<file path="src/rtl/pixel_draw_engine.sv">
// pixel_draw_engine: turns PLOT / HLINE / CLEAR commands into a
// one-pixel-per-cycle write stream for a linear 1-bit framebuffer.
module pixel_draw_engine #(
   parameter int H_RES  = 640,
   parameter int V_RES  = 480,
   parameter int ADDR_W = 19
) (
   input  logic              clock_i,
   input  logic              reset_i,
   input  logic              cmd_valid_i,
   output logic              cmd_ready_o,
   input  logic [1:0]        cmd_op_i,
   input  logic [9:0]        cmd_x0_i,
   input  logic [9:0]        cmd_x1_i,
   input  logic [8:0]        cmd_y_i,
   input  logic              cmd_color_i,
   output logic              busy_o,
   output logic              done_o,
   output logic              err_o,
   output logic [ADDR_W-1:0] pix_addr_o,
   output logic              pix_din_o,
   output logic              pix_wen_o
);

   typedef enum logic [2:0] {
      S_IDLE,
      S_PLOT,
      S_LINE,
      S_CLEAR,
      S_FIN
   } state_t;

   localparam logic [9:0]        X_LAST = 10'(H_RES - 1);
   localparam logic [8:0]        Y_LAST = 9'(V_RES - 1);
   localparam logic [ADDR_W-1:0] A_LAST = ADDR_W'(H_RES * V_RES - 1);

   state_t            state_q, state_d;
   logic [ADDR_W-1:0] addr_q, addr_d;
   logic [ADDR_W-1:0] end_q, end_d;
   logic              din_q, din_d;
   logic              ready_q, ready_d;
   logic              busy_q, busy_d;
   logic              done_q, done_d;
   logic              err_q, err_d;
   logic              wen_q, wen_d;

   logic [9:0]        x1_clamp;
   logic [ADDR_W-1:0] row_base;
   logic [ADDR_W-1:0] addr_nx;
   logic              bad_xy;
   logic              accept;

   // Row base is y*640 built from two shifts so no multiplier is needed;
   // the span end is clamped to the last column rather than rejected.
   assign x1_clamp = (cmd_x1_i > X_LAST) ? X_LAST : cmd_x1_i;
   assign row_base = (ADDR_W'(cmd_y_i) << 9) + (ADDR_W'(cmd_y_i) << 7);
   assign addr_nx  = addr_q + ADDR_W'(1);
   assign bad_xy   = (cmd_x0_i > X_LAST) || (cmd_y_i > Y_LAST);
   assign accept   = cmd_valid_i && ready_q;

   // Next-state and registered-output decode.
   always_comb begin
      state_d = state_q;
      addr_d  = addr_q;
      end_d   = end_q;
      din_d   = din_q;
      ready_d = ready_q;
      busy_d  = busy_q;
      done_d  = 1'b0;
      err_d   = 1'b0;
      wen_d   = 1'b0;
      unique case (state_q)
         S_IDLE: begin
            ready_d = 1'b1;
            busy_d  = 1'b0;
            if (accept) begin
               ready_d = 1'b0;
               busy_d  = 1'b1;
               din_d   = cmd_color_i;
               unique case (cmd_op_i)
                  2'b00: begin
                     state_d = S_FIN;
                     done_d  = 1'b1;
                  end
                  2'b01: begin
                     if (bad_xy) begin
                        state_d = S_FIN;
                        done_d  = 1'b1;
                        err_d   = 1'b1;
                     end else begin
                        state_d = S_PLOT;
                        addr_d  = row_base + ADDR_W'(cmd_x0_i);
                        wen_d   = 1'b1;
                        done_d  = 1'b1;
                     end
                  end
                  2'b10: begin
                     if (bad_xy || (cmd_x0_i > cmd_x1_i)) begin
                        state_d = S_FIN;
                        done_d  = 1'b1;
                        err_d   = 1'b1;
                     end else begin
                        state_d = S_LINE;
                        addr_d  = row_base + ADDR_W'(cmd_x0_i);
                        end_d   = row_base + ADDR_W'(x1_clamp);
                        wen_d   = 1'b1;
                        done_d  = (cmd_x0_i == x1_clamp);
                     end
                  end
                  2'b11: begin
                     state_d = S_CLEAR;
                     addr_d  = '0;
                     end_d   = A_LAST;
                     wen_d   = 1'b1;
                  end
               endcase
            end
         end
         S_PLOT, S_FIN: begin
            state_d = S_IDLE;
            ready_d = 1'b1;
            busy_d  = 1'b0;
         end
         S_LINE, S_CLEAR: begin
            // The span stops exactly at its end address: no carry into y.
            if (addr_q == end_q) begin
               state_d = S_IDLE;
               ready_d = 1'b1;
               busy_d  = 1'b0;
            end else begin
               addr_d = addr_nx;
               wen_d  = 1'b1;
               done_d = (addr_nx == end_q);
            end
         end
         default: begin
            state_d = S_IDLE;
         end
      endcase
   end

   // State and output registers with synchronous reset.
   always_ff @(posedge clock_i) begin
      if (reset_i) begin
         state_q <= S_IDLE;
         addr_q  <= '0;
         end_q   <= '0;
         din_q   <= 1'b0;
         ready_q <= 1'b0;
         busy_q  <= 1'b0;
         done_q  <= 1'b0;
         err_q   <= 1'b0;
         wen_q   <= 1'b0;
      end else begin
         state_q <= state_d;
         addr_q  <= addr_d;
         end_q   <= end_d;
         din_q   <= din_d;
         ready_q <= ready_d;
         busy_q  <= busy_d;
         done_q  <= done_d;
         err_q   <= err_d;
         wen_q   <= wen_d;
      end
   end

   assign cmd_ready_o = ready_q;
   assign busy_o      = busy_q;
   assign done_o      = done_q;
   assign err_o       = err_q;
   assign pix_addr_o  = addr_q;
   assign pix_din_o   = din_q;
   assign pix_wen_o   = wen_q;

endmodule
</file>
<file path="config.mk">
export PLATFORM = sky130hd
export DESIGN_NAME = pixel_draw_engine
export DESIGN_NICKNAME = d
export VERILOG_FILES = /design/src/rtl/pixel_draw_engine.sv
export SDC_FILE = /design/constraint.sdc
export NUM_CORES = 1
export LEC_CHECK = 0
export BUFFER_PORTS_ARGS = -buffer_cell sky130_fd_sc_hd__buf_2
export CELL_PAD_IN_SITES_DETAIL_PLACEMENT = 1
export CELL_PAD_IN_SITES_GLOBAL_PLACEMENT = 2
export CORE_ASPECT_RATIO = 0.8
export CORE_UTILIZATION = 37
export CTS_CLUSTER_SIZE = 40
export DETAILED_ROUTE_END_ITERATION = 10
export GPL_TIMING_DRIVEN = 0
export PLACE_DENSITY_LB_ADDON = 0.1
export SLEW_MARGIN = 15
export SYNTH_ARGS = -nofsm -noshare
export SYNTH_HDL_FRONTEND = slang
export SYNTH_SLANG_ARGS = --single-unit
</file>
<file path="constraint.sdc">
create_clock -name clock_i -period 6.7 [get_ports clock_i]
set_input_delay 1.005 -clock clock_i [delete_from_list [all_inputs] [get_ports clock_i]]
set_output_delay 1.005 -clock clock_i [all_outputs]
set_load 0.005 [all_outputs]
</file>
==> tab_implementation.tex, run 1 <==
\begin{tabular}{lr}
\hline
Metric & Value \\
\hline
\multicolumn{2}{l}{\textbf{Timing}} \\
\quad Max Clock Freq & 285.6 MHz \\
\quad Post-layout min period & 3.501 ns \\
\quad Setup Skew & 0.009903 ns \\
\quad Max Slew Vio Count & 0 \\
\quad Tcrit/Tclk final & 0.5226 \\
\quad Number of setup violations in the final report & 0 \\
\quad Hold Fails Final Rpt & 0 \\
\quad Setup repair after global routing missed its margin & no \\
\quad Summed negative setup slack over all endpoints & 0 ns \\
\quad Headroom to the max-slew limit & 0.3840 \\
\quad Final setup margin & 3.199 ns \\
\quad Slew at the pin with the worst max-slew slack & 0.9169 ns \\
\multicolumn{2}{l}{\textbf{Setup path}} \\
\quad Arrival time at the worst endpoint & 3.72 ns \\
\quad Critical-path maximum fanout & 10 \\
\quad Crit path launch type & input pin \\
\quad Critical Path Source & cmd\_x1\_i[7] \\
\quad Endpoint required time on the critical path & 6.92 ns \\
\quad Sort of element at the end of the critical path & register \\
\quad Critical path class & input pin to register \\
\quad Origin of the critical flop-to-flop path & pix\_addr\_o[0] \\
\multicolumn{2}{l}{\textbf{Cells and area}} \\
\quad Filler cell count & 1454 \\
\quad Commonest cells after routing, fill and taps aside & buf\_2 (64), nor2\_1 (57), nand2\_1 (51) \\
\quad Most common cell after layout, fill and taps aside & buf\_2 \\
\quad Area overhead of the layout relative to synthesis & 14.22\% \\
\quad Layout cells sized above 1 & 0.1917 \\
\quad Final nets & 712 \\
\quad Post-route cell area & 5175 um\^{}2 \\
\quad ANT cells & 0 \\
\multicolumn{2}{l}{\textbf{Synth}} \\
\quad Synth Area in Simple Gates & 0.2693 \\
\quad Primary FF master, synth & dfxtp\_1 \\
\quad Post-synthesis adder-cell area fraction & 0.09058 \\
\quad Part of the Yosys area used for sequential elements & 0.2077 \\
\quad Post-synth net total & 647 \\
\quad Main combinational cell family by area after synthesis & simple AND/OR/NAND/NOR gates \\
\quad Number of warnings issued by yosys & 0 \\
\quad Number of unique standard cell types used by synthesis & 83 \\
\quad Async S/R FF share, synth & 0 \\
\quad \#FFs+latches synth & 47 \\
\quad Post-synthesis share of cell area spent on xor and xnor gates & 0.1118 \\
\quad Combined area of all synthesized cells & 4531 um\^{}2 \\
\quad Mux cell area share after synthesis & 0.002209 \\
\quad Synth Area in Compound Gates & 0.2480 \\
\quad Synth Instances & 581 \\
\quad Avg Inst Size Synth & 7.798 um\^{}2 \\
\quad Number of enable-type register cells in the synthesized netlist & 0 \\
\multicolumn{2}{l}{\textbf{Pwr}} \\
\quad Power density over the cells & 189.0 nW/um\^{}2 \\
\quad Final Total Pwr & 0.9782 mW \\
\quad LEAKAGE & 2.105 nW \\
\quad Max IR drop VDD & 89.66 uV \\
\multicolumn{2}{l}{\textbf{GRT}} \\
\quad Grt total ovfl & 0 \\
\quad Global-route wire length before repair & 25840 um \\
\quad Pin count of the biggest net entering global routing & 16 \\
\quad Overall Global Routing Usage & 0.2642 \\
\quad Number of global-route vias before repair & 4654 \\
\quad Number of antenna violations at the first check in global routing & 0 \\
\multicolumn{2}{l}{\textbf{CTS}} \\
\quad CTS clk-pin slew, worst paths & 0.07 ns \\
\quad CTS tree & built \\
\quad TritonCTS Buffers & 5 \\
\quad Clock tree buffer depth & 2 \\
\quad Setup repair bufs after CTS & 0 \\
\quad Insertion delay of the later-clocked pin in the worst-skew pair & 0.30 ns \\
\quad Clock sink count & 47 \\
\quad Root buffer selected by CTS & clkbuf\_16 \\
\quad Post-cts sizing count & 0 \\
\quad Number of buffers added to fix hold violations after cts & 0 \\
\quad Level count of the clock H-tree & 2 \\
\multicolumn{2}{l}{\textbf{Detailed routing}} \\
\quad Vias post-DR & 4592 \\
\quad Vias per Instance & 5.776 \\
\quad Length of the first detailed-routing pass in iterations & 4 \\
\quad DRT Wirelength & 15920 um \\
\quad DRC violation count after routing & 0 \\
\quad Iteration-0 DRC count of the detailed router & 277 \\
\quad Average routed wire per standard cell & 20.03 um \\
\quad DRT antenna net count & 0 \\
\multicolumn{2}{l}{\textbf{Floorplan}} \\
\quad Row Count & 35 \\
\quad Core outline area & 11740 um\^{}2 \\
\quad Die Height & 101.0 um \\
\quad Width of the die & 125.7 um \\
\quad Effective utilization at floorplan & 0.3860 \\
\quad Die area & 12690 um\^{}2 \\
\quad Count of pins on the block boundary & 60 \\
\multicolumn{2}{l}{\textbf{Flow run}} \\
\quad Max Cap Viol & 0 \\
\multicolumn{2}{l}{\textbf{Placed design}} \\
\quad Instance area at placement & 5006 um\^{}2 \\
\quad Worst-case setup slack after placement & 2.931 ns \\
\quad Half-perimeter wire length after placement & 12770 um \\
\quad Routability congestion estimate from global placement & 0.8907 \\
\quad Port Buffers & 58 \\
\multicolumn{2}{l}{\textbf{Status}} \\
\quad Result of the run & finished, final reports clean \\
\multicolumn{2}{l}{\textbf{Worst hold path}} \\
\quad Worst hold path startpoint & pix\_din\_o \\
\quad Class of the worst hold path & register to register \\
\hline
\end{tabular}
==> report_power, final <==
part / switching, mW / internal [mW]
registers: 0.0210 / 0.296
clock network: 0.119 / 0.176
logic: 0.222 / 0.144
==> final cells by class <==
class / instances / area (um^2) / share of cell area
multi-input cells: 476 / 3271 / 0.6320
clock buffers: 5 / 125.1 / 0.02418
well taps: 148 / 185.2 / 0.03578
clock inverters: 3 / 43.79 / 0.008462
inverters: 29 / 108.9 / 0.02103
plain buffers: 29 / 210.2 / 0.04062
repair buffers: 58 / 290.3 / 0.05609
flip-flops and latches: 47 / 940.9 / 0.1818
==> flip-flops by register name, indices dropped and copies added, names as in the netlist <==
signal	cells
end_q	19
pix_addr_o	19
state_q	3
err_o	1
done_o	1
pix_wen_o	1
pix_din_o	1
cmd_ready_o	1
busy_o	1
==> cells in the mapped netlist (8+ instances only) <==
cell type / n / area share
nor3_1: 33 / 0.036
inv_1: 29 / 0.024
nand4_1: 10 / 0.014
nor2_1: 57 / 0.047
nor4_1: 8 / 0.011
xor2_1: 23 / 0.044
a21oi_1: 34 / 0.038
nand2_1: 51 / 0.042
nand3_1: 17 / 0.019
clkbuf_1: 11 / 0.0091
xnor2_1: 33 / 0.064
dfxtp_1: 47 / 0.21
o21ai_0: 20 / 0.022
ha_1: 28 / 0.077
and3_1: 9 / 0.012
==> critical path, cell delays in order <==
cell and delay [ns]:
buf_2 0.13, inv_1 0.09, ha_1 0.34, nand4_1 0.17, or2_2 0.34, o21ai_0 0.15
o21ai_1 0.19, a31oi_1 0.59, clkbuf_1 0.44, nor3_1 0.11, nor3_1 0.16
==> per-stage QoR <==
stage	utilization	hold WS, ns	std cells
after floorplan	-	0.4451	581
final	0.4409	0.4576	795
after CTS	0.4409	0.4641	795
after global placement	0.4265	0.4484	787
after detailed placement	0.4265	0.4528	787
after global routing	0.4409	0.4836	795
==> metal layers <==
metal  wire length, um  vias up  GRT usage
met5                 0        -          0
met4               161        0    0.05253
met3               982       12    0.03503
met2              6952      116     0.4248
met1              7828     2201     0.3767
li1                  -     2263          -
==> cell families after synthesis <==
group                    after synthesis
AND/OR/NAND/NOR                      234
adder cells (fa/ha/maj)               31
multiplexers                           1
XOR/XNOR                              57
buffers and inverters                 58
flip-flops                            47
AO/OA/AOI/OAI                        153
==> worst paths after layout <==
kind	end	slack (ns)	cells past startpoint
min	pix_din_o	0.46	2
min reg2reg	pix_din_o	0.46	2
max	end_q[3]	3.20	11
max reg2reg	done_o	3.49	9
(Power assumes the default switching activity.)
==> run 2, diff against run 1 <==
--- a/config.mk
+++ b/config.mk
@@ -5,11 +5,12 @@
 export SDC_FILE = /design/constraint.sdc
 export NUM_CORES = 1
 export LEC_CHECK = 0
+export ABC_AREA = 1
 export BUFFER_PORTS_ARGS = -buffer_cell sky130_fd_sc_hd__buf_2
 export CELL_PAD_IN_SITES_DETAIL_PLACEMENT = 1
 export CELL_PAD_IN_SITES_GLOBAL_PLACEMENT = 2
 export CORE_ASPECT_RATIO = 0.8
-export CORE_UTILIZATION = 37
+export CORE_UTILIZATION = 29
 export CTS_CLUSTER_SIZE = 40
 export DETAILED_ROUTE_END_ITERATION = 10
 export GPL_TIMING_DRIVEN = 0
==> constraint.sdc (replaced) <==
create_clock -name clock_i -period 2.83 [get_ports clock_i]
set_input_delay 0.4245 -clock clock_i [delete_from_list [all_inputs] [get_ports clock_i]]
set_output_delay 0.4245 -clock clock_i [all_outputs]
set_load 0.005 [all_outputs]
==> run 2 against run 1 <==
- routed wire length down 2.6%
- count of clock-buffer cells in the layout up 1
- sequential power up 150%
- cell count up 18%
- setup slack worse by 2.8 ns
- core utilization down 9.0 points
- clock skew down 0.0031 ns
==> tab_implementation.tex, run 2 <==
\begin{tabular}{lr}
\hline
Metric & Value \\
\hline
\multicolumn{2}{l}{\textbf{Setup path}} \\
\quad Endpoint required time on the critical path & 3.05 ns (was 6.92 ns) \\
\quad Arrival time at the worst endpoint & 2.69 ns (was 3.72 ns) \\
\quad Origin of the critical flop-to-flop path & state\_q[2] (was pix\_addr\_o[0]) \\
\quad Reg2Reg Depth & 9 (unchanged) \\
\quad Sort of element at the end of the critical path & register (unchanged) \\
\quad Slack of the worst reg-to-reg path & 0.46 ns (was 3.49 ns) \\
\quad Critical path class & input pin to register (unchanged) \\
\quad Crit path launch type & input pin (unchanged) \\
\quad Critical register-to-register path endpoint & pix\_addr\_o[12] (was done\_o) \\
\quad Critical-path maximum fanout & 6 (was 10) \\
\multicolumn{2}{l}{\textbf{Floorplan}} \\
\quad Die area & 15750 um\^{}2 (was 12690 um\^{}2) \\
\quad Die Height & 112.4 um (was 101.0 um) \\
\quad Core outline area & 14590 um\^{}2 (was 11740 um\^{}2) \\
\quad Width of the die & 140.1 um (was 125.7 um) \\
\quad Effective utilization at floorplan & 0.3031 (was 0.3860) \\
\quad Row Count & 39 (was 35) \\
\quad Count of pins on the block boundary & 60 (unchanged) \\
\multicolumn{2}{l}{\textbf{Detailed routing}} \\
\quad DRT Wirelength & 15510 um (was 15920 um) \\
\quad Vias post-DR & 4664 (was 4592) \\
\quad DRT antenna net count & 0 (unchanged) \\
\quad Iteration-0 DRC count of the detailed router & 135 (was 277) \\
\quad Vias per Instance & 4.956 (was 5.776) \\
\quad Length of the first detailed-routing pass in iterations & 4 (unchanged) \\
\quad DRC violation count after routing & 0 (unchanged) \\
\quad Average routed wire per standard cell & 16.49 um (was 20.03 um) \\
\multicolumn{2}{l}{\textbf{CTS}} \\
\quad CTS clk-pin slew, worst paths & 0.07 ns (about the same) \\
\quad Insertion delay of the later-clocked pin in the worst-skew pair & 0.29 ns (was 0.30 ns) \\
\quad Clock sink count & 47 (unchanged) \\
\quad Post-cts sizing count & 0 (unchanged) \\
\quad Clock tree buffer depth & 2 (unchanged) \\
\quad Setup repair bufs after CTS & 0 (unchanged) \\
\quad TritonCTS Buffers & 5 (unchanged) \\
\quad Level count of the clock H-tree & 2 (unchanged) \\
\quad CTS tree & built (unchanged) \\
\quad Root buffer selected by CTS & clkbuf\_16 (unchanged) \\
\quad Number of buffers added to fix hold violations after cts & 0 (unchanged) \\
\multicolumn{2}{l}{\textbf{Synth}} \\
\quad Synth top cells by count & nand2\_1 (169), inv\_1 (84), nor2\_1 (72) (was nor2\_1 (57), nand2\_1 (51), dfxtp\_1 (47)) \\
\quad Cell taking the most area after synthesis & dfxtp\_1 (unchanged) \\
\quad Synth Instances & 691 (was 581) \\
\quad Proportion of netlist area held by the largest area contributor & 0.2128 (was 0.2077) \\
\quad Primary FF master, synth & dfxtp\_1 (unchanged) \\
\quad Part of the Yosys area used for sequential elements & 0.2128 (was 0.2077) \\
\quad Number of enable-type register cells in the synthesized netlist & 0 (unchanged) \\
\quad Leading cell types by total area after synthesis & dfxtp\_1 (21\%), nand2\_1 (14\%), ha\_1 (7.9\%) (was dfxtp\_1 (21\%), ha\_1 (7.7\%), xnor2\_1 (6.4\%)) \\
\quad Number of unique standard cell types used by synthesis & 43 (was 83) \\
\quad \#FFs+latches synth & 47 (unchanged) \\
\quad Async S/R FF share, synth & 0 (unchanged) \\
\quad Combined area of all synthesized cells & 4422 um\^{}2 (was 4531 um\^{}2) \\
\quad Number of warnings issued by yosys & 0 (unchanged) \\
\quad Top-count cell post-synth & nand2\_1 (was nor2\_1) \\
\quad Post-synth net total & 757 (was 647) \\
\quad Avg Inst Size Synth & 6.399 um\^{}2 (was 7.798 um\^{}2) \\
\multicolumn{2}{l}{\textbf{Pwr}} \\
\quad Max IR drop VDD & 235.3 uV (was 89.66 uV) \\
\quad Fraction of power spent switching nets & 0.3726 (was 0.3701) \\
\quad Logic pwr share & 0.358 (was 0.374) \\
\quad Total internal power & 1.462 mW (was 0.6162 mW) \\
\quad Power density over the cells & 455.4 nW/um\^{}2 (was 189.0 nW/um\^{}2) \\
\quad Clock group share of total power & 0.308 (was 0.302) \\
\quad NetSw & 0.8681 mW (was 0.3620 mW) \\
\quad Part of the total power dissipated in sequential elements & 0.334 (was 0.324) \\
\quad LEAKAGE & 2.516 nW (was 2.105 nW) \\
\multicolumn{2}{l}{\textbf{Placed design}} \\
\quad Routability congestion estimate from global placement & 0.8172 (was 0.8907) \\
\quad Instance area at placement & 4942 um\^{}2 (was 5006 um\^{}2) \\
\quad Port Buffers & 58 (unchanged) \\
\quad Half-perimeter wire length after placement & 13160 um (was 12770 um) \\
\quad Dpl cells & 933 (was 787) \\
\quad Worst-case setup slack after placement & 0.06326 ns (was 2.931 ns) \\
\multicolumn{2}{l}{\textbf{Worst hold path}} \\
\quad Hold Path Stages & 3 (was 2) \\
\quad Class of the worst hold path & input pin to register (was register to register) \\
\quad Worst hold path startpoint & cmd\_color\_i (was pix\_din\_o) \\
\quad Capture endpoint of the worst hold path & pix\_din\_o (unchanged) \\
\multicolumn{2}{l}{\textbf{GRT}} \\
\quad Global-route wire length before repair & 24850 um (was 25840 um) \\
\quad Most crowded layer after global routing & met2 (unchanged) \\
\quad Grt total ovfl & 0 (unchanged) \\
\quad Number of global-route vias before repair & 4782 (was 4654) \\
\quad Number of antenna violations at the first check in global routing & 0 (unchanged) \\
\quad Pin count of the biggest net entering global routing & 15 (was 16) \\
\quad Overall Global Routing Usage & 0.2035 (was 0.2642) \\
\quad Met3 routing resource usage after global routing & 0.02602 (was 0.03503) \\
\quad Met1 global-route usage & 0.2710 (was 0.3767) \\
\quad GRT met2 Usage & 0.3580 (was 0.4248) \\
\multicolumn{2}{l}{\textbf{Flow run}} \\
\quad Max Cap Viol & 0 (unchanged) \\
\multicolumn{2}{l}{\textbf{Cells and area}} \\
\quad Area overhead of the layout relative to synthesis & 15.70\% (was 14.22\%) \\
\quad Most common cell after layout, fill and taps aside & nand2\_1 (was buf\_2) \\
\quad Post-route cell area & 5116 um\^{}2 (was 5175 um\^{}2) \\
\quad ANT cells & 0 (unchanged) \\
\quad Final nets & 822 (was 712) \\
\quad Number of non-filler instances in the completed layout & 941 (was 795) \\
\quad Commonest cells after routing, fill and taps aside & nand2\_1 (169), inv\_1 (84), nor2\_1 (72) (was buf\_2 (64), nor2\_1 (57), nand2\_1 (51)) \\
\quad Final Core Density & 0.3507 (was 0.4409) \\
\quad Layout cells sized above 1 & 0.1519 (was 0.1917) \\
\multicolumn{2}{l}{\textbf{Timing}} \\
\quad Post-layout min period & 2.473 ns \\
\quad Slew at the pin with the worst max-slew slack & 0.5655 ns (was 0.9169 ns) \\
\quad Max Clock Freq & 404.4 MHz \\
\quad Setup repair after global routing missed its margin & no (unchanged) \\
\quad Tcrit/Tclk final & 0.8737 \\
\quad Final setup margin & 0.3574 ns (was 3.199 ns) \\
\quad Summed negative setup slack over all endpoints & 0 ns (unchanged) \\
\quad Headroom to the max-slew limit & 0.6230 (was 0.3840) \\
\quad Setup Skew & 0.006755 ns (was 0.009903 ns) \\
\quad Number of setup violations in the final report & 0 (unchanged) \\
\quad Hold Fails Final Rpt & 0 (unchanged) \\
\quad Max Slew Vio Count & 0 (unchanged) \\
\multicolumn{2}{l}{\textbf{Status}} \\
\quad Result of the run & finished, final reports clean (unchanged) \\
\hline
\end{tabular}
run 2: cell types whose count changed in the layout (fill, tap and decap cells not counted), sizes merged, moves of 9 or more:
cell / before / now
o21ai: 28 / 61
nor4: 10 / 1
clkbuf: 23 / 10
inv: 29 / 86
nor2: 58 / 84
nand2: 52 / 178
nand3: 17 / 48
nor3: 35 / 3
run 2: worst max-delay path: stages:
cell and delay, ns:
buf_2 0.11, o21ai_1 0.32, inv_1 0.19, nor2_1 0.17, inv_1 0.07, fa_1 0.42, o21ai_0 0.19, nand2_1 0.13
nor2_1 0.28, nand2_1 0.11, xor2_1 0.15, a21oi_1 0.12
run 2: layout make-up:
| type | instances | area, um^2 |
|---|---|---|
| sequential | 47 | 940.9 |
| fill | 1932 | 9474 |
| buffer | 20 | 120.1 |
| clock inverter | 2 | 35.03 |
| inverter | 88 | 330.3 |
| clock buffer | 6 | 138.9 |
| timing repair buffer | 58 | 290.3 |
| tap | 184 | 230.2 |
| multi-input combinational | 536 | 3030 |
run 2: how the worst max path moves through the flow:
stage	slack, ns	to	from
after global routing	0.01	end_q[16]	cmd_x1_i[7]
final	0.36	end_q[15]	cmd_x1_i[7]
after floorplan	0.59	end_q[15]	cmd_x1_i[7]
after CTS	0.36	end_q[15]	cmd_x1_i[7]
after global placement	0.05	end_q[15]	cmd_x1_i[7]
after detailed placement	0.06	end_q[15]	cmd_x1_i[7]
run 2: cells by family after synthesis:
| group | after synthesis | synth area share |
|---|---|---|
| adder cells (fa/ha/maj) | 31 | 0.09281 |
| flip-flops | 47 | 0.2128 |
| AO/OA/AOI/OAI | 121 | 0.1494 |
| XOR/XNOR | 48 | 0.09847 |
| AND/OR/NAND/NOR | 336 | 0.3447 |
| buffers and inverters | 108 | 0.1019 |
run 2: power by group through the flow:
stage	logic [mW]	registers (mW)	clock network, mW
floorplan	0.565	0.780	0
global placement	0.822	0.793	0
detailed placement	0.840	0.795	0
CTS	0.846	0.780	0.730
global route	0.944	0.787	0.758
finish	0.834	0.779	0.717
run 2: per-layer routing:
metal  wire length, um  vias to the layer above
met5                 0                        -
met3               385                        8
met1              7674                     2247
met2              7340                       53
met4               113                        0
li1                  -                     2356
run 2: metrics by stage:
stage                     hold slack [ns]  power, mW
after floorplan                    0.4571      1.346
after global placement             0.4535      1.615
after detailed placement           0.4548      1.635
after CTS                          0.3580      2.355
after global routing               0.3975      2.489
final                              0.3626      2.330
